## config.mk

```make
export PLATFORM = sky130hd
export DESIGN_NAME = serial_adder
export DESIGN_NICKNAME = d
export VERILOG_FILES = /design/src/rtl/serial_adder.sv
export SDC_FILE = /design/constraint.sdc
export NUM_CORES = 1
export LEC_CHECK = 0
export ABC_AREA = 1
export CORE_MARGIN = 2
export CORE_UTILIZATION = 55
export DETAILED_ROUTE_END_ITERATION = 8
export PLACE_DENSITY = 0.94
export SLEW_MARGIN = 40
export SYNTH_ARGS = -nofsm -noshare
export SYNTH_HDL_FRONTEND = slang
export SYNTH_SLANG_ARGS = --single-unit
export TNS_END_PERCENT = 20
```

## constraint.sdc

```tcl
create_clock -name clk -period 2.5 [get_ports clk]
set_input_delay 0.5 -clock clk [delete_from_list [all_inputs] [get_ports clk]]
set_output_delay 0.5 -clock clk [all_outputs]
set_load 0.01 [all_outputs]
```

## src/rtl/serial_adder.sv

```systemverilog
// Bit-serial WIDTH-bit adder: one full-adder cell, carry held in a flop.
// Ports: clk, rst(async high), start, a, b, c_in -> busy, done, s, c_out.
module serial_adder #(
    parameter int WIDTH = 8
) (
    input  logic             clk,
    input  logic             rst,
    input  logic             start,
    input  logic [WIDTH-1:0] a,
    input  logic [WIDTH-1:0] b,
    input  logic             c_in,
    output logic             busy,
    output logic             done,
    output logic [WIDTH-1:0] s,
    output logic             c_out
);

    localparam int CW = $clog2(WIDTH + 1);

    typedef enum logic [1:0] {
        IDLE = 2'd0,
        RUN  = 2'd1,
        DONE = 2'd2
    } state_t;

    state_t           r_state;
    logic [WIDTH-1:0] r_a;
    logic [WIDTH-1:0] r_b;
    logic [WIDTH-1:0] r_sum;
    logic             r_carry;
    logic [CW-1:0]    r_cnt;

    logic             w_sum_bit;
    logic             w_carry_next;
    logic             w_last;
    logic             w_load;
    logic [WIDTH-1:0] w_sum_next;

    assign w_sum_bit    = r_a[0] ^ r_b[0] ^ r_carry;
    assign w_carry_next = (r_a[0] & r_b[0]) |
                          (r_b[0] & r_carry) |
                          (r_a[0] & r_carry);
    assign w_last       = (r_cnt == CW'(WIDTH - 1));

    // New sum bit enters at the MSB so the first bit ends up at bit 0.
    assign w_sum_next   = (r_sum >> 1) |
                          (WIDTH'(w_sum_bit) << (WIDTH - 1));

    // Start is only honoured when no addition is in flight.
    assign w_load       = start &&
                          ((r_state == IDLE) || (r_state == DONE));

    always_ff @(posedge clk or posedge rst) begin
        if (rst) begin
            r_state <= IDLE;
            r_a     <= '0;
            r_b     <= '0;
            r_sum   <= '0;
            r_carry <= 1'b0;
            r_cnt   <= '0;
            busy    <= 1'b0;
            done    <= 1'b0;
            s       <= '0;
            c_out   <= 1'b0;
        end else begin
            done <= 1'b0;
            if (w_load) begin
                r_a     <= a;
                r_b     <= b;
                r_carry <= c_in;
                r_cnt   <= '0;
                busy    <= 1'b1;
                r_state <= RUN;
            end else begin
                unique case (r_state)
                    RUN: begin
                        r_sum   <= w_sum_next;
                        r_a     <= r_a >> 1;
                        r_b     <= r_b >> 1;
                        r_carry <= w_carry_next;
                        if (w_last) begin
                            s       <= w_sum_next;
                            c_out   <= w_carry_next;
                            done    <= 1'b1;
                            busy    <= 1'b0;
                            r_state <= DONE;
                        end else begin
                            r_cnt <= r_cnt + CW'(1);
                        end
                    end
                    DONE: begin
                        r_state <= IDLE;
                    end
                    default: begin
                        r_state <= IDLE;
                    end
                endcase
            end
        end
    end

endmodule

```

==> results.md <==
Outcome:
- The run finished with clean final reports.

Critical path:
- The worst flop-to-flop path endpoint is s[0]$_DFFE_PP0P_.
- In this run the worst setup path begins at s[6]$_DFFE_PP0P_.
- The number of gates on the worst path with buffers counted is 1.
- The cell family contributing the most delay on the critical path is buffers and inverters.
- The classification of the worst setup path is register to output port.
- The required arrival time at the worst endpoint is 2000 ps.
- The sort of element at the end of the critical path is an output port.
- For this run, the slowest stage of the critical path takes 540 ps.
- The data arrival time of the critical path is 1250 ps.
- The combined buffer and inverter count along the critical path is 1.
- In this run the critical register-to-register path is launched from r_state[0]$_DFFE_PP0P_.
- STA classifies the critical path startpoint as a register.
- For the worst flop-to-flop path, the logic depth is 6.
- The worst reg-to-reg setup slack is 1010 ps.
- In this run the worst setup path terminates at s[6].
- Walking the worst path, the cells encountered are clkdlybuf4s50_1.
- Of all nets on the critical path, the largest fanout is 2.
- The worst-path cell with the longest stage delay is sky130_fd_sc_hd__clkdlybuf4s50_1.

Drt:
- The first detailed-routing pass took 4 iterations.
- The first-iteration detailed-routing DRC count is 82.
- In the routed design, unresolved DRC markers number 0.
- The via count of the routed design is 1309.
- The final routed wire length divided by cell count is between 10 and 15 um.
- The number of nets with antenna violations after routing is 0.
- In the routed layout, each cell is associated on average with a via count of 4.85.
- The routed design has about 3000 um of wire.

Global routing:
- The met3 layer usage reported by global route is 0.0704.
- The via count of the first global-routing pass is 1232.
- Entering global routing, the biggest net connects 42 pins.
- The wire length of the first global-routing pass is 5210 um.
- The most utilized layer in the global route result is met2.
- After global routing the overflow that remains totals 0.
- For met2 alone, demand over resource in global routing was 0.345.
- The initial antenna violation count is 0.
- The routing usage on met1 is 0.225.
- The overall track demand over capacity in global routing is 0.197.

Timing:
- Setup repair after global routing left no endpoint under its margin.
- The worst-margin pin slew is 507 ps.
- For the final routed database, the setup TNS stands at 0 ps.
- The final worst-path cycle share is 0.700.
- The number of setup violations in the final report is 0.
- After layout, the worst setup slack is between 700 and 800 ps.
- The final max-slew violation count is 0.
- Across the routed clock network, the largest skew measured is 4.13 ps.
- Derived from the worst setup path, the maximum achievable clock frequency is between 500 and 600 MHz.
- For the finished layout, the period the worst path requires is 1750 ps.
- The final-report hold violation count came to 0.
- The headroom to the max-slew limit is 0.662.

Clock tree:
- Clock tree synthesis selected as its root buffer the cell sky130_fd_sc_hd__clkbuf_4.
- At the later pin of the worst-skew pair, clock insertion delay measures approximately 350 ps.
- After clock tree synthesis, the clock-pin slew on the worst setup and hold paths is 100 ps.
- The post-CTS repair timing setup buffer count is 0.
- The buffer levels on the longest clock path is 2.
- The number of hold buffers added after CTS was 0.
- Buffers inserted during clock tree synthesis total 5.
- For this design, the sink count on the clock tree is 41.
- The depth of the CTS H-tree is 2.
- TritonCTS built the clock tree.
- Post-CTS repair changed the size of 0 cells.

Final layout:
- The most common library cell in the layout ignoring fill and taps is sky130_fd_sc_hd__nand2_1.
- The fraction of final layout cells with drive strength greater than 1 is 0.0973.
- The area overhead of the layout relative to synthesis is 21.0%.
- For this run, the post-layout net count is 248.
- Leaving out fill and tap cells, the most frequent cells in the layout are 86 x sky130_fd_sc_hd__nand2_1, 41 x sky130_fd_sc_hd__dfrtp_1, 30 x sky130_fd_sc_hd__clkdlybuf4s50_1.
- The count of inserted antenna diode cells is 0.

Floorplanning:
- The total area inside the core boundary comes to 3030 um2.
- The starting utilization of the core area is 0.577.
- For this design the top-level I/O count stands at 31.
- The floorplan has 20 rows.
- The die is between 60 and 70 um tall.
- The die outline width is 60.4 um.
- The area of the die is 3650 um2.

Flow run:
- The tool flagged a number of max-cap violations equal to 0.

Power and ir drop:
- The leakage dissipation is 1.06 nW.
- VDD sags by at most 0.526 mV.
- Dividing total power by cell area gives a power density of 1150 nW/um2.

Synthesis:
- For this run, the register share of the synthesized area comes to 0.587.
- After technology mapping, the gate count stands at 194.
- sky130_fd_sc_hd__dfrtp_1 takes more of the synthesized area than any other cell.
- The synthesized net count is 216.
- Of the post-synthesis cell area, the dominant cell type holds 0.587.
- Ranked by total cell area, the synthesized netlist is headed by sky130_fd_sc_hd__dfrtp_1 59%, sky130_fd_sc_hd__nand2_1 18%, sky130_fd_sc_hd__nand3_1 6.3%.
- In this run, synthesis produced a sequential element count of 41.
- The count of synthesis-stage warnings from yosys is 0.
- The cell area after technology mapping is between 1500 and 2000 um2.
- The netlist uses 19 different library cells.
- In this run the mean area of a mapped cell was approximately 9.0 um2.

Placement:
- The routability-driven placement congestion ratio is 0.848.
- Prior to clock tree synthesis, the placed netlist has a worst setup slack of 824 ps.
- Detailed placement finished with a half-perimeter wire length of 2080 um.
- During placement, the flow inserted port buffers numbering 30.

Hold path:
- The min-delay analysis places its worst path in the category register to register.
-- synth_stat cells, drive strengths merged --
cell type / n
inv: 16
buf: 5
nand4: 1
nand3: 22
or2: 1
o21ai: 13
nand2: 90
nor2: 2
ha: 1
dfrtp: 41
clkbuf: 1
fa: 1
-- per-layer routing --
metal | part of all wire | routed length (um) | vias up
li1 | - | - | 668
met1 | 0.42 | 1290 | 593
met2 | 0.50 | 1530 | 42
met3 | 0.059 | 180 | 6
met4 | 0.013 | 40 | 0
met5 | 0 | 0 | -
-- final cells by class --
class,count,area (um2)
repair buffers,31,308
clock buffers,7,55.1
inverters,16,60.1
flip-flops and latches,41,1030
fillers,238,912
multi-input cells,131,612
well taps,44,55.1
-- metrics by stage --
step | area (um2) | hold WS, ps | total power (W) | utilization | cells
after floorplan | 1750 | 442 | 0.00184 | - | 194
after global placement | 2060 | 453 | 0.00207 | 0.681 | 263
after detailed placement | 2060 | 460 | 0.00214 | 0.681 | 263
after CTS | 2120 | 486 | 0.00247 | 0.699 | 270
after global routing | 2120 | 492 | 0.00266 | 0.699 | 270
final | 2120 | 482 | 0.00244 | 0.699 | 270
-- report_power, final --
part           internal [W]  switching (W)  leakage [nW]  total [W]
clock              0.000133       0.000197        0.0314   0.000329
sequential         0.000953       0.000181         0.514    0.00113
combinational      0.000420       0.000559         0.517   0.000979
total               0.00151       0.000936          1.06    0.00244
-- registers in the layout, summed over array words and instances (netlist names) --
register	flops
r_a	8
r_b	8
s	8
r_sum	7
r_cnt	4
r_state	2
busy	1
c_out	1
done	1
r_carry	1
-- worst min-delay path by stage --
stage          cells past startpoint                 end  slack [ps]            startpoint
6_report                           2    busy$_DFFE_PP0P_         480      busy$_DFFE_PP0P_
5_1_grt                            2    s[0]$_DFFE_PP0P_         490  r_sum[1]$_DFFE_PP0P_
4_1_cts                            2  r_a[7]$_DFFE_PP0P_         490    r_a[7]$_DFFE_PP0P_
3_5_place_dp                       2  r_a[7]$_DFFE_PP0P_         460    r_a[7]$_DFFE_PP0P_
3_3_place_gp                       2    s[0]$_DFFE_PP0P_         450  r_sum[1]$_DFFE_PP0P_
2_1_floorplan                      2  r_a[7]$_DFFE_PP0P_         440    r_a[7]$_DFFE_PP0P_
-- cells by family (layout without fill, tap and decap cells) --
kind of cell | after synthesis | count (layout) | synth area share
adder cells (fa/ha/maj) | 2 | 2 | 0.0186
buffers and inverters | 22 | 54 | 0.0630
AO/OA/AOI/OAI | 13 | 13 | 0.0480
AND/OR/NAND/NOR | 116 | 116 | 0.283
flip-flops | 41 | 41 | 0.587
No activity file was read; power rests on OpenSTA's default activity.
